**config.mk**
```make
export PLATFORM = sky130hd
export DESIGN_NAME = cpu_run_ctrl
export DESIGN_NICKNAME = d
export VERILOG_FILES = /design/src/rtl/cpu_run_ctrl.sv
export SDC_FILE = /design/constraint.sdc
export NUM_CORES = 1
export LEC_CHECK = 0
export ABC_AREA = 1
export CORE_MARGIN = 5
export CORE_UTILIZATION = 61
export CTS_CLUSTER_DIAMETER = 150
export DETAILED_ROUTE_END_ITERATION = 8
export HOLD_SLACK_MARGIN = 0.05
export PLACE_DENSITY_LB_ADDON = 0.15
export SLEW_MARGIN = 10
export SYNTH_ARGS = -nofsm -noshare
export SYNTH_HDL_FRONTEND = slang
export SYNTH_SLANG_ARGS = --single-unit
```
**constraint.sdc**
```tcl
create_clock -name clk -period 5 [get_ports clk]
set_clock_uncertainty 0.05 [all_clocks]
set_input_delay 0.75 -clock clk [delete_from_list [all_inputs] [get_ports clk]]
set_output_delay 0.75 -clock clk [all_outputs]
set_load 0.03 [all_outputs]
```
**src/rtl/cpu_run_ctrl.sv**
```systemverilog
// Run/step/breakpoint sequencer for the single-cycle debug CPU: issues cpu_en pulses, owns the debug mux
// select and reports why execution stopped. Optional macro STEP_COUNT_EN enables multi-instruction STEP.
module cpu_run_ctrl #(
   parameter int NUM_BP   = 4,
   parameter int BP_IDX_W = 2
) (
   input  logic                clk,
   input  logic                rstn,
   input  logic                cmd_valid,
   output logic                cmd_ready,
   input  logic [2:0]          cmd_op,
   input  logic [BP_IDX_W-1:0] cmd_idx,
   input  logic [31:0]         cmd_arg,
   input  logic [31:0]         pc_chk,
   output logic                cpu_en,
   output logic                debug,
   output logic                halted,
   output logic                evt_valid,
   output logic [1:0]          evt_cause,
   output logic [31:0]         instr_cnt
);

   typedef enum logic [2:0] {
      ST_HALT  = 3'd0,
      ST_PREP  = 3'd1,
      ST_EXEC  = 3'd2,
      ST_CHECK = 3'd3,
      ST_STOP  = 3'd4
   } state_e;

   typedef enum logic {
      MODE_STEP = 1'b0,
      MODE_RUN  = 1'b1
   } mode_e;

   localparam logic [2:0] OP_STEP    = 3'd1;
   localparam logic [2:0] OP_RUN     = 3'd2;
   localparam logic [2:0] OP_HALT    = 3'd3;
   localparam logic [2:0] OP_SET_BP  = 3'd4;
   localparam logic [2:0] OP_CLR_BP  = 3'd5;
   localparam logic [2:0] OP_CLR_ALL = 3'd6;

   localparam logic [1:0] CAUSE_STEP = 2'd0;
   localparam logic [1:0] CAUSE_BP   = 2'd1;
   localparam logic [1:0] CAUSE_HALT = 2'd2;

   state_e             state_q, state_d;
   mode_e              mode_q, mode_d;
   logic               halt_pend_q, halt_pend_d;
   logic [NUM_BP-1:0]  bp_valid_q, bp_valid_d;
   logic [31:0]        bp_addr_q [NUM_BP];
   logic [31:0]        bp_addr_d [NUM_BP];
   logic [1:0]         evt_cause_q, evt_cause_d;
   logic [31:0]        instr_cnt_q, instr_cnt_d;
   logic               cpu_en_q, debug_q, halted_q, evt_valid_q;
   logic               cmd_fire_s, run_state_s, bp_hit_s, step_last_s;

`ifdef STEP_COUNT_EN
   logic [15:0]        step_rem_q, step_rem_d;

   function automatic logic [15:0] step_load(input logic [15:0] cnt);
      step_load = (cnt == 16'd0) ? 16'd1 : cnt;
   endfunction

   assign step_last_s = (step_rem_q == 16'd1);
`else
   assign step_last_s = 1'b1;
`endif

   assign run_state_s = (state_q == ST_PREP) || (state_q == ST_EXEC) || (state_q == ST_CHECK);
   assign cmd_fire_s  = cmd_valid && cmd_ready;

   // Only HALT may interrupt a running sequence; everything else stalls until the CPU is stopped.
   always_comb begin
      cmd_ready = 1'b0;
      case (state_q)
         ST_HALT:                    cmd_ready = 1'b1;
         ST_PREP, ST_EXEC, ST_CHECK: cmd_ready = (cmd_op == OP_HALT);
         default:                    cmd_ready = 1'b0;
      endcase
   end

   // Breakpoint comparators against the post-execution PC
   always_comb begin
      bp_hit_s = 1'b0;
      for (int i = 0; i < NUM_BP; i++) begin
         bp_hit_s = bp_hit_s | (bp_valid_q[i] & (bp_addr_q[i] == pc_chk));
      end
   end

   // Next-state logic for the sequencer and its bookkeeping registers
   always_comb begin
      state_d     = state_q;
      mode_d      = mode_q;
      halt_pend_d = halt_pend_q;
      bp_valid_d  = bp_valid_q;
      bp_addr_d   = bp_addr_q;
      evt_cause_d = evt_cause_q;
      instr_cnt_d = instr_cnt_q;
`ifdef STEP_COUNT_EN
      step_rem_d  = step_rem_q;
`endif
      case (state_q)
         ST_HALT: begin
            if (cmd_fire_s) begin
               case (cmd_op)
                  OP_STEP: begin
                     state_d = ST_PREP;
                     mode_d  = MODE_STEP;
`ifdef STEP_COUNT_EN
                     step_rem_d = step_load(cmd_arg[15:0]);
`endif
                  end
                  OP_RUN: begin
                     state_d = ST_PREP;
                     mode_d  = MODE_RUN;
                  end
                  OP_SET_BP: begin
                     bp_addr_d[cmd_idx]  = cmd_arg;
                     bp_valid_d[cmd_idx] = 1'b1;
                  end
                  OP_CLR_BP:  bp_valid_d[cmd_idx] = 1'b0;
                  OP_CLR_ALL: bp_valid_d = '0;
                  default:    state_d = ST_HALT;
               endcase
            end else begin
               state_d = ST_HALT;
            end
         end
         ST_PREP: state_d = ST_EXEC;
         ST_EXEC: begin
            state_d     = ST_CHECK;
            instr_cnt_d = instr_cnt_q + 32'd1;
         end
         ST_CHECK: begin
            // halt_pend_q (not _d) is used so a HALT landing in this cycle waits for the next CHECK
            if ((mode_q == MODE_STEP) && step_last_s) begin
               state_d     = ST_STOP;
               evt_cause_d = CAUSE_STEP;
            end else if ((mode_q == MODE_RUN) && bp_hit_s) begin
               state_d     = ST_STOP;
               evt_cause_d = CAUSE_BP;
            end else if (halt_pend_q) begin
               state_d     = ST_STOP;
               evt_cause_d = CAUSE_HALT;
            end else begin
               state_d = ST_EXEC;
`ifdef STEP_COUNT_EN
               if (mode_q == MODE_STEP) begin
                  step_rem_d = step_rem_q - 16'd1;
               end else begin
                  step_rem_d = step_rem_q;
               end
`endif
            end
         end
         ST_STOP: begin
            state_d     = ST_HALT;
            halt_pend_d = 1'b0;
         end
         default: state_d = ST_HALT;
      endcase

      if (run_state_s && cmd_fire_s && (cmd_op == OP_HALT)) begin
         halt_pend_d = 1'b1;
      end else begin
         halt_pend_d = halt_pend_d;
      end
   end

   // State and bookkeeping registers
   always_ff @(posedge clk or negedge rstn) begin
      if (!rstn) begin
         state_q     <= ST_HALT;
         mode_q      <= MODE_STEP;
         halt_pend_q <= 1'b0;
         bp_valid_q  <= '0;
         evt_cause_q <= CAUSE_STEP;
         instr_cnt_q <= 32'd0;
         for (int i = 0; i < NUM_BP; i++) begin
            bp_addr_q[i] <= 32'd0;
         end
      end else begin
         state_q     <= state_d;
         mode_q      <= mode_d;
         halt_pend_q <= halt_pend_d;
         bp_valid_q  <= bp_valid_d;
         evt_cause_q <= evt_cause_d;
         instr_cnt_q <= instr_cnt_d;
         for (int i = 0; i < NUM_BP; i++) begin
            bp_addr_q[i] <= bp_addr_d[i];
         end
      end
   end

`ifdef STEP_COUNT_EN
   // Remaining-instruction counter for multi-step
   always_ff @(posedge clk or negedge rstn) begin
      if (!rstn) begin
         step_rem_q <= 16'd1;
      end else begin
         step_rem_q <= step_rem_d;
      end
   end
`endif

   // Glitch-free registered outputs decoded from the next state
   always_ff @(posedge clk or negedge rstn) begin
      if (!rstn) begin
         cpu_en_q    <= 1'b0;
         debug_q     <= 1'b1;
         halted_q    <= 1'b1;
         evt_valid_q <= 1'b0;
      end else begin
         cpu_en_q    <= (state_d == ST_EXEC);
         debug_q     <= (state_d == ST_HALT) || (state_d == ST_STOP);
         halted_q    <= (state_d == ST_HALT);
         evt_valid_q <= (state_d == ST_STOP);
      end
   end

   assign cpu_en    = cpu_en_q;
   assign debug     = debug_q;
   assign halted    = halted_q;
   assign evt_valid = evt_valid_q;
   assign evt_cause = evt_cause_q;
   assign instr_cnt = instr_cnt_q;

endmodule
```
# Yosys cells after proc, flatten, opt, wreduce, memory -nomap -nowiden
# Index checks and enable logic that the tools add are counted.
word_totals:
  register_bits: 175
  latch_bits: 0
  ramBits: 0
  romBits: 0
  input_bits: 72
  elab_cells: 87
  n_memories: 0
op_classes:
  n_addsub: 1
  n_mul: 0
  n_div: 0
  magnitude_cmp: 4
  n_eq_ne: 17
  shifts: 0
  n_mux: 19
  n_bitwise: 11
  reduce_logical: 21
ops:
  columns: ["op", "n"]
  rows:
  - ["$bwmux W128", 1]
  - ["$eq A32 B32 Y1", 4]
  - ["$demux W32 S2", 1]
  - ["$add A32 B1 Y32 const B", 1]
  - ["$mux W32", 1]
  - ["$eq A3 B2 Y1 const B", 5]
  - ["$eq A3 B3 Y1 const B", 5]
  - ["$mux W3", 4]
  - ["$pmux W3 S4", 1]
  - ["$pmux W4 S3", 1]
  - ["$reduce_and A3 Y1", 3]
  - ["$eq A3 B1 Y1 const B", 2]
  - ["$logic_and A1 B1 Y1", 6]
  - ["$logic_not A3 Y1", 2]
  - ["$mux W2", 3]
  - ["$pmux W3 S2", 1]
  - ["$reduce_or A3 Y1", 2]
  - ["$and A1 B1 Y1", 4]
  - ["$and A4 B4 Y4", 1]
  - ["$not A4 Y4", 1]
  - ["$or A4 B4 Y4", 1]
  - ["$pmux W1 S2", 2]
  - ["$reduce_bool A2 Y1", 2]
  - ["$ge A3 B3 Y1 const B", 1]
  - ["12 further kinds", 18]

# Longest topological paths before layout
# Gate-level depths: netlist of run 1.
logic_depth:
  word_depth: 11
  ltp_mapped: 16
  depth_no_buf: 16

# Least setup slack after synthesis of run 1
# Ideal clock, no wire load.
synth_timing:
  path_type: "flip-flop to flip-flop"
  startpoint: "register instr_cnt_q[0], in the netlist instr_cnt[0]"
  endpoint: "register instr_cnt_q[28], in the netlist instr_cnt[28]"
  setup_ns: 0.133
  t_arrival_ns: 1.954
  path_slack_ns: 2.863
  path_stages_with_launch: 12
  n_path_buf: 0
  path_cell_list: "dfrtp_1 -> ha_1 -> nand3_1 -> nor2_4 -> nand3_2 -> nor2_2 -> nand3_2 -> nor2_4 -> inv_2 -> nor3_4 -> nand3_2 -> xnor2_1"
synth_between:
  elab_chain_cells: 1
synth_lines:
  columns: ["element", "line_no", "source"]
  rows:
  - ["from (decl)", "54", "logic [31:0] instr_cnt_q, instr_cnt_d;"]
  - ["from (signal assigned)", "189", "instr_cnt_q <= instr_cnt_d;"]
  - ["$add A32 B1 Y32", "133", "instr_cnt_d = instr_cnt_q + 32'd1;"]
# Every way passes these cells.
# A chain may end at the register's enable or synchronous reset.

# Final worst setup path of run 1
layout_timing:
  startpoint: "input port cmd_op[1]"
  endpoint: "output port cmd_ready"
layout_between:
  elab_chain_cells: 2
layout_lines:
  columns: ["element", "line_no", "source"]
  rows:
  - ["from (decl)", "11", "input logic [2:0] cmd_op,"]
  - ["$eq A3 B2 Y1", "78", "ST_PREP, ST_EXEC, ST_CHECK: cmd_ready = (cmd_op == OP_HALT);"]
  - ["$pmux W1 S2", "76", "case (state_q)"]
  - ["to (decl)", "10", "output logic cmd_ready,"]
# Every way passes these cells.

==> impl_metrics.py, run 1 <==
metrics = {
    "worst_setup_path": {
        "worst_path_max_delay_cell": "clkdlybuf4s50_1",
        "crit_path_max_incr_delay_ns": 0.66,
        "crit_arrival_ns": 2.27,
        "critPathCaptureType": "output port",
        "cp_max_fo": 4,
        "critical_path_class": "input pin to output port",
        "cp.required_ns": 4.20,
        "cp_top_family": "buffers and inverters",
        "cp.buffers_inverters": 3,
        "crit_path_cell_trace": "clkdlybuf4s50_1 -> nand2_1 -> inv_1 -> nand3_1 -> nand2_1 -> clkdlybuf4s50_1",
        "start_kind": "input pin",
    },
    "sta": {
        "slew_viol_final": 0,
        "finalSetupViolCount": 0,
        "finalSetupTns_ns": 0,
        "grt_setup_unrepaired": "false",
        "fin_crit_sh_pct": 61.5,
        "relSlewSlack_pct": 16.2,
        "finalHoldViolCount": 0,
        "max_freq_mhz": 325,
        "period_minus_slack_ns": 3.07,
        "tightestPinTransition_ns": 1.25,
    },
    "floorplan": {
        "die-area_sq_mm": 0.0186,
        "coreArea_sq_mm": 0.0158,
        "start_util_pct": 61.7,
        "die_w_um": 136,
        "io_pins": 111,
        "die_height_um": 136,
        "rows": 46,
    },
    "detailed_routing": {
        "firstDrtPassIters": 5,
        "drtIter0Drc": 975,
        "drt-total-wl_um": 31800,
        "vias_per_cell": 5.54,
        "drc": 0,
        "wl_per_cell_um": 19.0,
        "vias": 9260,
        "ant_nets": 0,
    },
    "place": {
        "gp_routability_congestion": 1.10,
        "port_buffers": 110,
        "dp_cells": 1638,
        "dp_hpwl_um": 24200,
    },
    "synth": {
        "ys_warn_count": 0,
        "synthArstFlopShare_pct": 100,
        "ys_types": 36,
        "ys_ff_latch": 175,
        "synth_cells": 1345,
        "synth_flop_cell": "dfrtp_1",
        "postSynthNetCount": 1418,
        "synth_edf_count": 0,
        "yosysSeqAreaShare_pct": 45.0,
        "syn-cell-area_sq_mm": 0.00973,
        "avgSynthCellArea_sq_um": 7.24,
    },
    "power": {
        "swShare_pct": 37.2,
        "powerDensity_mw_per_mm2": 444,
        "pwr-share-seq_pct": 40.7,
        "p_int_w": 0.00325,
        "p_comb_share_pct": 30.1,
        "leakage_nw": 5.72,
        "p_clk_share_pct": 29.2,
        "power_switching_w": 0.00193,
        "vdd_ir_drop_max_uv": 420,
    },
    "layout": {
        "regArea_sq_mm": 0.00438,
        "drive_above_1_share_pct": 5.02,
        "n_antenna_cell": 0,
        "area_delta_synth_final_pct": 19.7,
        "fillers": 1233,
        "fin_nets": 1514,
        "layout_commonest_cell": "nand2_1",
        "instances_no_fill": 1670,
        "multi_input_area_sq_mm": 0.00450,
        "mostFrequentLayoutCells": "nand2_1 (443), inv_1 (187), dfrtp_1 (173)",
        "utilization_pct": 73.9,
    },
    "global_route": {
        "antenna_found_initial": 0,
        "grt_pass1_vias": 9043,
        "grt_max_degree": 89,
        "overflow": 0,
        "track_usage_pct": 35.1,
        "grt_pass1_wl_um": 49200,
    },
    "clock_network": {
        "path_clk_slew_ns": 0.07,
        "cts_made_buffers": 17,
        "clockRootBuffer": "clkbuf_16",
        "cts_tree": "done",
        "ctsHoldBuffers": 0,
        "clk_path_buf_depth": 2,
        "post_cts_buffers": 0,
        "clkLatencyLatePin_ns": 0.44,
        "clock-sinks": 175,
        "cts_resized": 0,
        "htree_num_levels": 4,
    },
    "run_status": {
        "status": "finished, final reports clean",
    },
    "flow_run": {
        "maxCapViolCount": 0,
    },
    "worst_hold_path": {
        "hp-class": "input pin to async pin",
    },
}
## power by group through the flow
stage / Clock, W / Sequential [W] / Combinational [W]
after global routing: 0.00158 / 0.00214 / 0.00172
after CTS: 0.00152 / 0.00209 / 0.00153
after detailed placement: 0 / 0.00211 / 0.00151
after floorplan: 0 / 0.00208 / 0.000910
after global placement: 0 / 0.00210 / 0.00147
final: 0.00151 / 0.00211 / 0.00156
## sequential cells by signal (all words and copies together), names as in the netlist
name,flops
cpu_en,1
evt_valid,1
state_q,3
bp_valid_q,4
debug,1
mode_q,1
halted,1
bp_addr_q,128
evt_cause,2
instr_cnt,32
halt_pend_q,1
## cells in the mapped netlist (all sizes together) (3+ instances only)
cell | n | share of area, %
nor3b | 6 | 0.46
buf | 5 | 0.26
and3 | 3 | 0.19
clkbuf | 29 | 1.2
nand3b | 3 | 0.23
dfrtp | 173 | 44
xor2 | 25 | 2.2
or2 | 18 | 1.2
nor2 | 122 | 5.0
nand2 | 449 | 18
nand4 | 30 | 2.0
nand3 | 51 | 2.8
a21oi | 11 | 0.57
inv | 190 | 7.3
xnor2 | 47 | 4.2
nor3 | 17 | 1.1
o21ai | 155 | 8.0
## cell families after synthesis
logic type,synth area share (%)
flops,45.0
buf+inv,8.75
simple gates,30.6
xor+xnor,6.48
fa+ha+maj,0.129
compound gates,8.98
## through the flow
step / hold slack (ns) / power, W / instance area, sq um / setup slack (ns)
3_3_place_gp: 0.407 / 0.00357 / 11000 / 1.97
6_report: 0.317 / 0.00518 / 11700 / 1.93
3_5_place_dp: 0.406 / 0.00361 / 11000 / 1.92
2_1_floorplan: 0.403 / 0.00299 / 9730 / 2.86
5_1_grt: 0.404 / 0.00544 / 11700 / 1.83
4_1_cts: 0.359 / 0.00514 / 11700 / 1.93
## worst paths after layout
| kind | slack (ns) | from | to | cells past startpoint |
|---|---|---|---|---|
| min in group clk | 0.42 | instr_cnt[31] | instr_cnt[31] | 1 |
| hold / removal | 0.32 | rstn | bp_addr_q[124] | 1 |
| hold reg to reg | 0.42 | instr_cnt[31] | instr_cnt[31] | 1 |
| max in group asynchronous | 3.62 | rstn | bp_addr_q[48] | 2 |
| setup reg to reg | 2.21 | state_q[1] | bp_addr_q[4] | 8 |
| setup / recovery | 1.93 | cmd_op[1] | cmd_ready | 6 |
## layout make-up
type,instances,area share (%)
multi-input combinational,946,38.6
tap,216,2.32
clock buffer,19,3.80
timing repair buffer,111,9.63
inverter,190,6.12
sequential,175,37.6
clock inverter,13,1.89
## layer usage
metal / routed length, um / GRT usage (%)
met1: 13000 / 47.5
met4: 706 / 8.68
met2: 15100 / 56.8
met3: 3090 / 9.07
met5: 0 / 0
No activity file was read; power rests on OpenSTA's default activity.
==> inputs of run 2 (changes only) <==
- CORE_UTILIZATION: 61 -> 57
- clock period: 5 -> 3 ns (I/O delays scaled with it)
==> impl_metrics.py, run 2 (same netlist as run 1, synthesis figures left out) <==
metrics = {
    "floorplan": {
        "die_height_um": 141,
        "coreArea_sq_mm": 0.0166,
        "die_w_um": 141,
        "die-area_sq_mm": 0.0198,
        "rows": 47,
        "io_pins": 111,
        "start_util_pct": 58.5,
    },
    "clock_network": {
        "htree_num_levels": 4,
        "cts_tree": "done",
        "cts_resized": 0,
        "cts_made_buffers": 17,
        "clkLatencyLatePin_ns": 0.44,
        "path_clk_slew_ns": 0.07,
        "clock-sinks": 175,
        "clk_path_buf_depth": 2,
        "clockRootBuffer": "clkbuf_16",
    },
    "sta": {
        "finalSetupViolCount": 0,
        "grt_setup_unrepaired": "false",
        "finalSetupTns_ns": 0,
        "finalHoldViolCount": 0,
        "period_minus_slack_ns": 2.51,
        "hold_ws_ns": 0.424,
        "fin_crit_sh_pct": 83.6,
        "tightestPinTransition_ns": 0.645,
        "relSlewSlack_pct": 57.0,
        "slew_viol_final": 0,
        "max_freq_mhz": 399,
    },
    "worst_hold_path": {
        "hp-class": "flip-flop to flip-flop",
        "hp-start": "instr_cnt[31]",
    },
    "global_route": {
        "antenna_found_initial": 0,
        "grt_max_degree": 69,
        "overflow": 0,
        "grt_pass1_wl_um": 49100,
        "grt_pass1_vias": 8979,
        "track_usage_pct": 32.0,
    },
    "worst_setup_path": {
        "cp_top_family": "buffers and inverters",
        "cp.required_ns": 2.50,
        "start_kind": "flip-flop",
        "cp.buffers_inverters": 3,
        "r2r_start": "bp_addr_q[82]",
        "crit_arrival_ns": 2.01,
        "worst_path_max_delay_cell": "clkdlybuf4s50_1",
        "critical_path_class": "flip-flop to output port",
        "crit_path_cell_trace": "nor2_1 -> inv_1 -> nor2_1 -> inv_1 -> nand2_1 -> clkdlybuf4s50_1",
        "setup.worst_path.start": "state_q[1]",
        "crit_path_max_incr_delay_ns": 0.68,
        "cp_max_fo": 3,
        "critPathCaptureType": "output port",
    },
    "detailed_routing": {
        "firstDrtPassIters": 6,
        "drtIter0Drc": 800,
        "vias_per_cell": 5.41,
        "ant_nets": 0,
        "drc": 0,
        "drt-total-wl_um": 30800,
        "vias": 9134,
        "wl_per_cell_um": 18.3,
    },
    "layout": {
        "drive_above_1_share_pct": 5.86,
        "fillers": 1393,
        "largest_reg_flops": 128,
        "multi_input_area_sq_mm": 0.00450,
        "fin_area_sq_mm": 0.0117,
        "layout_commonest_cell": "nand2_1",
        "regArea_sq_mm": 0.00438,
        "n_antenna_cell": 0,
        "mostFrequentLayoutCells": "nand2_1 (443), inv_1 (187), dfrtp_1 (173)",
        "fin_nets": 1528,
        "area_delta_synth_final_pct": 20.5,
        "utilization_pct": 70.5,
        "regMostFlops": "bp_addr_q",
    },
    "run_status": {
        "status": "finished, final reports clean",
    },
    "place": {
        "dp_hpwl_um": 24100,
        "port_buffers": 110,
        "gp_routability_congestion": 1.10,
        "place_area_sq_mm": 0.0112,
    },
    "power": {
        "p_int_w": 0.00505,
        "p_clk_share_pct": 26.1,
        "leakage_nw": 5.76,
        "p_comb_share_pct": 31.7,
        "vdd_ir_drop_max_uv": 748,
        "powerDensity_mw_per_mm2": 703,
        "power_switching_w": 0.00320,
        "swShare_pct": 38.8,
        "pwr-share-seq_pct": 42.2,
    },
    "flow_run": {
        "maxCapViolCount": 0,
    },
}
==> run 2: through the flow <==
stage | std cells | setup slack (ns) | power (W)
floorplan | 1345 | 0.863 | 0.00498
global placement | 1655 | 0.311 | 0.00600
detailed placement | 1655 | 0.267 | 0.00606
CTS | 1688 | 0.491 | 0.00822
global route | 1688 | 0.351 | 0.00873
finish | 1688 | 0.492 | 0.00825
==> run 2: worst register-to-register path, cell delays in order, from the launching register on <==
cell and delay (ns):
dfrtp_1 0.39, xnor2_1 0.31, nand2_1 0.10, nor2_1 0.21
nand2_1 0.10, nor2_1 0.15, nand3_1 0.11, nand2_1 0.07
nor2_1 0.09, nand3_1 0.13, nand3_2 0.14, nand2_1 0.10
o21ai_0 0.08
==> run 2: path summary, 6_finish.rpt <==
kind                            slack [ns]            end  depth (start not counted)
worst max-delay path                  0.49      cmd_ready                          6
worst min-delay path                  0.42  instr_cnt[31]                          1
worst max register to register        0.87   evt_cause[1]                         12
worst min register to register        0.42  instr_cnt[31]                          1
max in group asynchronous             1.60          debug                          3
min in group asynchronous             0.51  bp_addr_q[72]                          2
==> run 2: layer usage <==
layer  global-route usage [%]  wire length (um)  up-vias
met5                        0                 0        -
li1                         -                 -     4399
met4                     9.84               812        0
met2                     50.3             14100      373
met3                     6.06              2450       59
met1                     45.4             13500     4303
==> run 2: timing repair <==
action,in CTS,in global routing
hold endpoints to repair,64,0
buffers inserted,0,0
hold buffers,1,0
==> run 2: final cells by class <==
| cell class | instances | share of cell area [%] |
|---|---|---|
| Inverter | 190 | 6.08 |
| Timing Repair Buffer | 125 | 11.0 |
| Clock inverter | 13 | 1.05 |
| Multi-Input combinational cell | 946 | 38.4 |
| Clock buffer | 19 | 3.78 |
| Tap cell | 220 | 2.35 |
| Sequential cell | 175 | 37.4 |
==> run 2: power groups by stage <==
stage	logic, W	clock network [W]	registers, W
floorplan	0.00152	0	0.00346
global placement	0.00251	0	0.00350
detailed placement	0.00256	0	0.00351
CTS	0.00258	0.00216	0.00347
global route	0.00290	0.00228	0.00355
finish	0.00261	0.00215	0.00348
==> inputs of run 3 (changes only) <==
- CORE_UTILIZATION: 57 -> 51
- clock period: 3 -> 2.1 ns (I/O delays scaled with it)
==> impl_metrics.py, run 3 (same netlist as run 1, synthesis figures left out) <==
metrics = {
    "layout": {
        "instances_no_fill": 1863,
        "fin_nets": 1689,
        "layout_commonest_cell": "nand2_1",
        "regMostFlops": "bp_addr_q",
        "n_antenna_cell": 0,
        "mostFrequentLayoutCells": "nand2_1 (442), inv_1 (187), dfrtp_1 (171)",
        "largest_reg_flops": 128,
        "fin_area_sq_mm": 0.0131,
        "drive_above_1_share_pct": 16.8,
        "fillers": 1595,
        "utilization_pct": 69.9,
        "area_delta_synth_final_pct": 34.8,
    },
    "global_route": {
        "antenna_found_initial": 0,
        "grt_pass1_vias": 9301,
        "grt_pass1_wl_um": 50400,
        "grt_max_degree": 65,
        "overflow": 0,
        "track_usage_pct": 29.8,
    },
    "sta": {
        "period_minus_slack_ns": 1.99,
        "relSlewSlack_pct": 67.9,
        "tightestPinTransition_ns": 0.478,
        "finalSetupViolCount": 0,
        "max_freq_mhz": 501,
        "slew_viol_final": 0,
        "fin_crit_sh_pct": 95.0,
        "grt_setup_unrepaired": "true",
        "finalHoldViolCount": 0,
        "finalSetupTns_ns": 0,
        "layout_setup_ws_ns": 0.106,
    },
    "clock_network": {
        "clockRootBuffer": "clkbuf_16",
        "path_clk_slew_ns": 0.08,
        "cts_made_buffers": 17,
        "htree_num_levels": 4,
        "clkLatencyLatePin_ns": 0.44,
        "clk_path_buf_depth": 2,
        "cts_tree": "done",
        "clock-sinks": 175,
    },
    "place": {
        "port_buffers": 110,
        "dp_hpwl_um": 25500,
        "preCtsSetupSlack_ns": -0.403,
        "dp_cells": 1829,
        "place_area_sq_mm": 0.0124,
        "gp_routability_congestion": 1.04,
    },
    "detailed_routing": {
        "vias_per_cell": 5.08,
        "drc": 0,
        "firstDrtPassIters": 5,
        "vias": 9467,
        "ant_nets": 0,
        "drt-total-wl_um": 32200,
        "drtIter0Drc": 777,
        "wl_per_cell_um": 17.3,
    },
    "power": {
        "vdd_ir_drop_max_uv": 635,
        "leakage_nw": 6.66,
        "powerDensity_mw_per_mm2": 969,
    },
    "worst_setup_path": {
        "crit_arrival_ns": 2.26,
        "critical_path_class": "flip-flop to flip-flop",
        "cp.required_ns": 2.37,
        "cp_max_fo": 4,
        "critPathCaptureType": "flip-flop",
        "start_kind": "flip-flop",
    },
    "flow_run": {
        "maxCapViolCount": 0,
    },
    "floorplan": {
        "die-area_sq_mm": 0.0219,
        "rows": 50,
        "start_util_pct": 51.9,
        "die_height_um": 148,
        "coreArea_sq_mm": 0.0188,
        "io_pins": 111,
        "die_w_um": 148,
    },
    "run_status": {
        "status": "finished, final reports clean",
    },
    "worst_hold_path": {
        "hp-class": "input pin to async pin",
    },
}
==> run 3: worst paths after layout <==
check,from,endpoint,slack [ns],cells past startpoint
max reg2reg,instr_cnt[1],instr_cnt[28],0.11,11
max,instr_cnt[1],instr_cnt[28],0.11,11
max in group asynchronous,rstn,instr_cnt[0],1.00,3
min reg2reg,instr_cnt[31],instr_cnt[31],0.42,1
min,rstn,bp_addr_q[124],0.34,2
min in group clk,instr_cnt[31],instr_cnt[31],0.42,1
==> run 3: power by group <==
part / switching [W] / leakage, nW / total, W / internal (W)
clock: 0.00151 / 0.281 / 0.00312 / 0.00161
sequential: 0.000760 / 2.36 / 0.00497 / 0.00421
combinational: 0.00255 / 4.02 / 0.00463 / 0.00207
total: 0.00482 / 6.66 / 0.0127 / 0.00790
==> run 3: critical path, cell delays in order (launching register included) <==
cell     delay, ns
dfrtp_2       0.39
ha_2          0.20
nand3_2       0.12
nor2_4        0.13
nand3_2       0.11
nor2_4        0.15
nand3_2       0.11
nor2_4        0.14
inv_2         0.08
nor3_4        0.16
nand3_2       0.10
xnor2_1       0.13
==> run 3: metal layers <==
metal	GRT usage [%]	vias up	wire, um
li1	-	4721	-
met1	41.2	4406	14400
met3	7.22	47	2310
met2	46.7	293	14700
met5	0	-	0
met4	9.42	0	820
==> run 3: area by class of cell <==
type / instances / area (sq um) / share of cell area (%)
Inverter: 190 / 713 / 5.43
Timing Repair Buffer: 286 / 2540 / 19.3
Sequential cell: 175 / 4380 / 33.4
Multi-Input combinational cell: 946 / 4620 / 35.2
Tap cell: 234 / 293 / 2.23
Clock inverter: 14 / 141 / 1.08
Clock buffer: 18 / 439 / 3.35
==> run 3: what timing repair did <==
| action | 4_1_cts | 5_1_grt |
|---|---|---|
| resized for setup | 1 | 35 |
| hold buffers | 1 | 0 |
| endpoints found under the setup margin | 1 | 35 |
| setup buffers | 0 | 1 |
| hold endpoints to repair | 40 | 0 |
| cloned | 0 | 0 |
| pin swaps | 0 | 10 |
==> run 3: metrics by stage <==
step | hold WS, ns | power [W]
4_1_cts | 0.339 | 0.0126
6_report | 0.338 | 0.0127
3_3_place_gp | 0.237 | 0.00940
2_1_floorplan | -0.0306 | 0.00712
5_1_grt | 0.363 | 0.0135
3_5_place_dp | 0.232 | 0.00948
